[config.mk]
export PLATFORM = sky130hd
export DESIGN_NAME = reg_file_2w2r
export DESIGN_NICKNAME = d
export VERILOG_FILES = /design/src/rtl/reg_file_2w2r.sv
export SDC_FILE = /design/constraint.sdc
export NUM_CORES = 2
export LEC_CHECK = 0
export CAP_MARGIN = 20
export CORE_UTILIZATION = 40
export DETAILED_ROUTE_END_ITERATION = 10
export GPL_TIMING_DRIVEN = 0
export HOLD_SLACK_MARGIN = 0.1
export PLACE_DENSITY = 0.6
export REMOVE_ABC_BUFFERS = 1
export SLEW_MARGIN = 25
export SYNTH_ARGS = -nofsm -noshare
export SYNTH_HDL_FRONTEND = slang
export SYNTH_SLANG_ARGS = --single-unit
[constraint.sdc]
create_clock -name CLK -period 10.9 [get_ports CLK]
set_input_delay 2.18 -clock CLK [delete_from_list [all_inputs] [get_ports CLK]]
set_output_delay 2.18 -clock CLK [all_outputs]
set_load 0.03 [all_outputs]
[src/rtl/reg_file_2w2r.sv]
// Dual-write, dual-read register file with x0 hardwired to zero, optional
// write-to-read bypass and a post-reset sequencer that initialises every entry.
module reg_file_2w2r #(
  parameter int unsigned       DWIDTH  = 32,
  parameter int unsigned       MDEPTH  = 32,
  parameter int unsigned       AWIDTH  = 5,
  parameter bit                BYPASS  = 1'b1,
  parameter logic [DWIDTH-1:0] SP_INIT = DWIDTH'(32'h0000_0F00),
  parameter logic [DWIDTH-1:0] GP_INIT = DWIDTH'(32'h0000_0100)
) (
  input  logic              CLK,
  input  logic              RSTN,
  input  logic              WE0,
  input  logic [AWIDTH-1:0] WA0,
  input  logic [DWIDTH-1:0] WD0,
  input  logic              WE1,
  input  logic [AWIDTH-1:0] WA1,
  input  logic [DWIDTH-1:0] WD1,
  input  logic [AWIDTH-1:0] RA1,
  input  logic [AWIDTH-1:0] RA2,
  output logic [DWIDTH-1:0] RD1,
  output logic [DWIDTH-1:0] RD2,
  output logic              BUSY
);

  localparam logic [AWIDTH-1:0] LAST_IDX = AWIDTH'(MDEPTH - 1);
  localparam logic [AWIDTH-1:0] SP_IDX   = AWIDTH'(2);
  localparam logic [AWIDTH-1:0] GP_IDX   = AWIDTH'(3);

  typedef enum logic {
    ST_INIT = 1'b0,
    ST_RUN  = 1'b1
  } state_e;

  state_e              state_q, state_d;
  logic [AWIDTH-1:0]   cnt_q, cnt_d;
  logic                busy_q, busy_d;
  logic [DWIDTH-1:0]   rf_q [MDEPTH];

  logic                init_we_c;
  logic [DWIDTH-1:0]   init_wd_c;
  logic                we0_c;
  logic                we1_c;

  // State register; entries are never touched on a reset edge
  always_ff @(posedge CLK) begin
    if (!RSTN) begin
      state_q <= ST_INIT;
      cnt_q   <= '0;
      busy_q  <= 1'b1;
    end else begin
      state_q <= state_d;
      cnt_q   <= cnt_d;
      busy_q  <= busy_d;
    end
  end

  // Next-state: walk every entry once, then run
  always_comb begin
    state_d = state_q;
    cnt_d   = cnt_q;
    case (state_q)
      ST_INIT: begin
        if (cnt_q == LAST_IDX) begin
          state_d = ST_RUN;
          cnt_d   = '0;
        end else begin
          cnt_d = cnt_q + AWIDTH'(1);
        end
      end
      ST_RUN:  ;
      default: state_d = ST_INIT;
    endcase
    busy_d = (state_d == ST_INIT);
  end

  // Outputs: array write controls and combinational read ports
  always_comb begin
    init_we_c = 1'b0;
    init_wd_c = '0;
    we0_c     = 1'b0;
    we1_c     = 1'b0;
    case (state_q)
      ST_INIT: begin
        init_we_c = 1'b1;
        if (cnt_q == SP_IDX) begin
          init_wd_c = SP_INIT;
        end else if (cnt_q == GP_IDX) begin
          init_wd_c = GP_INIT;
        end
      end
      ST_RUN: begin
        we0_c = WE0 && (WA0 != '0);
        we1_c = WE1 && (WA1 != '0);
      end
      default: ;
    endcase

    // Port 1 is the younger writer, so it takes priority on the bypass path
    RD1 = '0;
    if (!busy_q && (RA1 != '0)) begin
      if (BYPASS && WE1 && (WA1 == RA1)) begin
        RD1 = WD1;
      end else if (BYPASS && WE0 && (WA0 == RA1)) begin
        RD1 = WD0;
      end else begin
        RD1 = rf_q[RA1];
      end
    end

    RD2 = '0;
    if (!busy_q && (RA2 != '0)) begin
      if (BYPASS && WE1 && (WA1 == RA2)) begin
        RD2 = WD1;
      end else if (BYPASS && WE0 && (WA0 == RA2)) begin
        RD2 = WD0;
      end else begin
        RD2 = rf_q[RA2];
      end
    end
  end

  // Storage array; port 1 is written last so it wins an address collision
  always_ff @(posedge CLK) begin
    if (RSTN) begin
      if (init_we_c) begin
        rf_q[cnt_q] <= init_wd_c;
      end
      if (we0_c) begin
        rf_q[WA0] <= WD0;
      end
      if (we1_c) begin
        rf_q[WA1] <= WD1;
      end
    end
  end

  assign BUSY = busy_q;

endmodule

Yosys cells after proc, flatten, opt, wreduce, memory -nomap -nowiden
Memories as Yosys holds them, arrays and structs flattened.
Index checks and enable logic that the tools add are counted.
- register bits after elaboration: 7
- RAM bits: 1024
- memories: 1
- add/sub/neg operators: 1
- equal/unequal tests: 7
- multiplexer cells: 26
- bitwise gates (word level): 1
- reduce and logical (&&, ||, !) cells: 14
- memories (name ; words ; width ; read ports ; clocked after Yosys merged registers in ; write ports ; RTL line ; source):
    rf_q ; 32 ; 32 ; 2 ; 0 ; 2 ; 38 ; logic [DWIDTH-1:0] rf_q [MDEPTH];
- operators by type and width (kind ; count):
    2-to-1 mux 32 bit ; 7
    OR reduction 32 bit ; 1
    2-to-1 mux 12 bit ; 2
    equality test 5 bit ; 4
    nonzero test 5 bit ; 4
    2-to-1 mux 1 bit ; 14
    equality test 5 x 2 -> 1 bit, second input constant ; 2
    2-to-1 mux 5 bit ; 2
    2-to-1 mux 9 bit ; 1
    logical AND 1 bit ; 8
    adder 5 x 1 -> 5 bit, second input constant ; 1
    equality test 5 bit, second input constant ; 1
    zero test 1 bit ; 1
    NOT 1 bit ; 1

Depth between registers and ports, before layout
- depth in word-level cells: 8
- depth in mapped cells: 9

Least setup slack after synthesis
OpenSTA, ideal clock, no wires.
- path type: in2reg
- start point: in WA0[1]
- end point: mem rf_q[29][0] (enable)
- setup time: 0.466 ns
- data arrival time: 5.826 ns
- required time: 10.434 ns
- setup slack: 4.608 ns
- cell stages on the path: 8
- cells stage by stage: buf_2 or4_4 o21a_1 buf_6 buf_8 o21ai_2 nand2_1 o21ai_0
- RTL lines (item ; RTL line ; source):
    start: declaration ; 14 ; input logic [AWIDTH-1:0] WA0,
    end: declaration ; 38 ;

Final worst setup path
- start point: in RA1[1]
- end point: out RD1[5]
- word-level cells in the longest chain between the ends: 5
- elaborated cells on any way between the ends: 10
- ends and longest elaborated chain (item ; RTL line ; source):
    start: declaration ; 19 ; input logic [AWIDTH-1:0] RA1,
    parallel branches: the longest is 4 deep, another holds memory (32 x 32 bit) ; n/a ;
    2-to-1 mux 32 bit (*) ; 101 ; if (!busy_q && (RA1 != '0)) begin
    end: declaration ; 21 ; output logic [DWIDTH-1:0] RD1,
Mark *: on every way between the ends.

==> flow_summary.toml <==
[critical_path]
r2r_cells = 6
path_max_fanout = 18
cp_data_required_time_ns = 8.72
crit_arrival_ns = 6.56
path_class = "input port to output port"
endpoint_kind = "output port"
start_kind = "input port"

[power]
ir_worst_vdd_uv = 119
power_density_nw_per_um2 = 127
power_w = 0.00910
p_leak_nw = 22.9

[job]
cap_viol_max_count = 0

[cts]
cts_hold_buf = 0
post_cts_buffers = 0
cts_made_buffers = 111
clkTransAtPathRegs_ns = 0.06
htree_levels = 3
max-clock-path-buffers = 3
cts_sinks = 1031
ctsResizeCount = 0
root_buffer = "clkbuf_16"
insertion_delay_ns = 0.76
cts_tree = "built"

[die]
ioPinCount = 153
rows = 142
die_area_sq_um = 152000
die_h_um = 390
die_w_um = 390
fp.coreArea_sq_um = 150000
start_util_pct = 40.2

[synthesis]
synth_area_leader_cell = "edfxtp_1"
synthesis.area_sq_um = 60200
synth-main-ff-cell = "edfxtp_1"
async_flop_share_pct = 0
synth.avg_cell_area_sq_um = 11.5
synthTopCellsByArea = "edfxtp_1, mux4_2, o21ai_0, nand2_1, a22oi_1"
ys_ff_latch = 1031
yosysWarnings = 0
synth_cell_types = 57
ys_seq_area_share_pct = 51.3
synth-edff-count = 1024
synth_cells = 5217
synth_top_area_share_pct = 51.1

[sta]
worst_pin_slew_ns = 1.09
whs_ns = 0.571
fin_skew_ns = 0.0219
clock.fmax_mhz = 114
max_slew_margin_pct = 27.0
min_period_ns = 8.74
setup_violations = 0
drv_slew = 0
final-hold-violation-count = 0
post-route-period-util_pct = 80.2
rsz0062_at_grt = "false"

[min_path]
whs_path_depth = 2
hp-class = "flop to flop"

[final_layout]
drive_above_1_share_pct = 21.5
nets = 5215
n_fill_cell = 12890
syn2layout_area_growth_pct = 18.8
fin_area_sq_um = 71500

[placement]
hpwl_mm = 169
place_area_sq_um = 67900
gp_congestion = 0.827
portBuffers = 152

[route]
post_drt_wl_per_cell_um = 33.0
final_antenna_net_count = 0
drc_errors = 0
viasPerCell = 6.63
first_iter_violations = 7532
num_vias = 47974
first_pass_iters = 7
drt_wl_total_mm = 239

[grt]
grt_max_degree = 71
grt_antenna_before_repair = 12
grt_pass1_wl_mm = 335
grt_pass1_vias = 46205
grt_use_total_pct = 31.0
gr-total-overflow = 0

[run_status]
outcome = "complete, no violations"
-- registers in the layout, indices dropped and copies added (netlist names) --
name     flops
cnt_q        5
BUSY         1
state_q      1
rf_q      1024
-- cells in the final DEF (no fill, tap or decap), types with 62 or more instances in the layout --
| master | Yosys | layout |
|---|---|---|
| nor2_1 | 164 | 140 |
| a21oi_1 | 119 | 119 |
| buf_16 | 0 | 150 |
| o211ai_1 | 62 | 62 |
| mux4_2 | 512 | 512 |
| nand4_1 | 128 | 128 |
| clkdlybuf4s50_1 | 0 | 115 |
| a22oi_1 | 249 | 249 |
| o21ai_0 | 889 | 873 |
| nor3_1 | 80 | 68 |
| edfxtp_1 | 1024 | 1024 |
| inv_1 | 64 | 64 |
| buf_4 | 2 | 71 |
| a31oi_1 | 63 | 63 |
| clkbuf_16 | 0 | 113 |
| nand2_1 | 1068 | 1063 |
-- cells in the mapped netlist (52+ instances only) --
library cell,instances
mux4_2,512
buf_2,167
inv_1,64
a31oi_1,63
o21ai_0,889
clkbuf_1,376
clkbuf_2,52
o211ai_1,62
a22oi_1,249
nand2_1,1068
edfxtp_1,1024
nor3_1,80
a21oi_1,119
nand4_1,128
nor2_1,164
-- area by class of cell --
| cell class | instances | area, sq um | share of cell area (%) |
|---|---|---|---|
| repair buffers | 444 | 7280 | 10.2 |
| clock inverters | 77 | 758 | 1.06 |
| inverters | 65 | 244 | 0.341 |
| clock buffers | 127 | 2880 | 4.03 |
| flip-flops and latches | 1031 | 30900 | 43.2 |
| diodes | 5 | 12.5 | 0.0175 |
| multi-input cells | 3471 | 27000 | 37.7 |
| well taps | 2016 | 2520 | 3.53 |
-- critical path: stages --
cell and delay, ns:
clkdlybuf4s50_1 0.97, xor2_1 0.38, nor4_1 0.57, and3_4 0.59, buf_12 0.29, a31oi_1 0.13, o211ai_1 0.61, clkdlybuf4s50_1 0.81
-- where the power goes --
part / total, W / internal, W / switching (W)
clock network: 0.00392 / 0.00222 / 0.00170
logic: 0.000835 / 0.000336 / 0.000499
registers: 0.00435 / 0.00433 / 0.0000113
total: 0.00910 / 0.00689 / 0.00221
-- metrics by stage --
stage	setup TNS (ns)	setup WS, ns	utilization, %	std cells
6_report	0	2.16	47.8	7236
5_1_grt	0	2.20	47.8	7231
4_1_cts	0	2.31	47.8	7231
3_5_place_dp	0	2.34	45.4	7027
3_3_place_gp	-3011.19	-30.99	41.1	6735
2_1_floorplan	0	3.38	-	4567
-- worst paths after layout --
kind                               start           to  slack, ns
worst max-delay path              RA1[1]       RD1[5]       2.16
worst min-delay path            cnt_q[3]     cnt_q[3]       0.57
worst max register to register   state_q  rf_q[2][20]       6.76
worst min register to register  cnt_q[3]     cnt_q[3]       0.57
-- logic make-up after synthesis --
logic type,count (synthesis),synth area share [%]
simple gates,1500,10.3
xor+xnor,20,0.291
fa+ha+maj,3,0.0623
flops,1031,51.3
mux,517,19.2
compound gates,1431,13.7
buf+inv,715,5.12
-- layer usage --
layer	share of wire [%]	global-route usage [%]	wire (um)	up-vias
met2	46	48.9	110000	3756
met5	0.043	0	103	-
met4	7.7	20.9	18400	16
met3	13	8.28	30200	989
li1	-	-	-	19736
met1	33	37.1	79900	23477
Note: power is estimated with default switching activity, not from simulation.
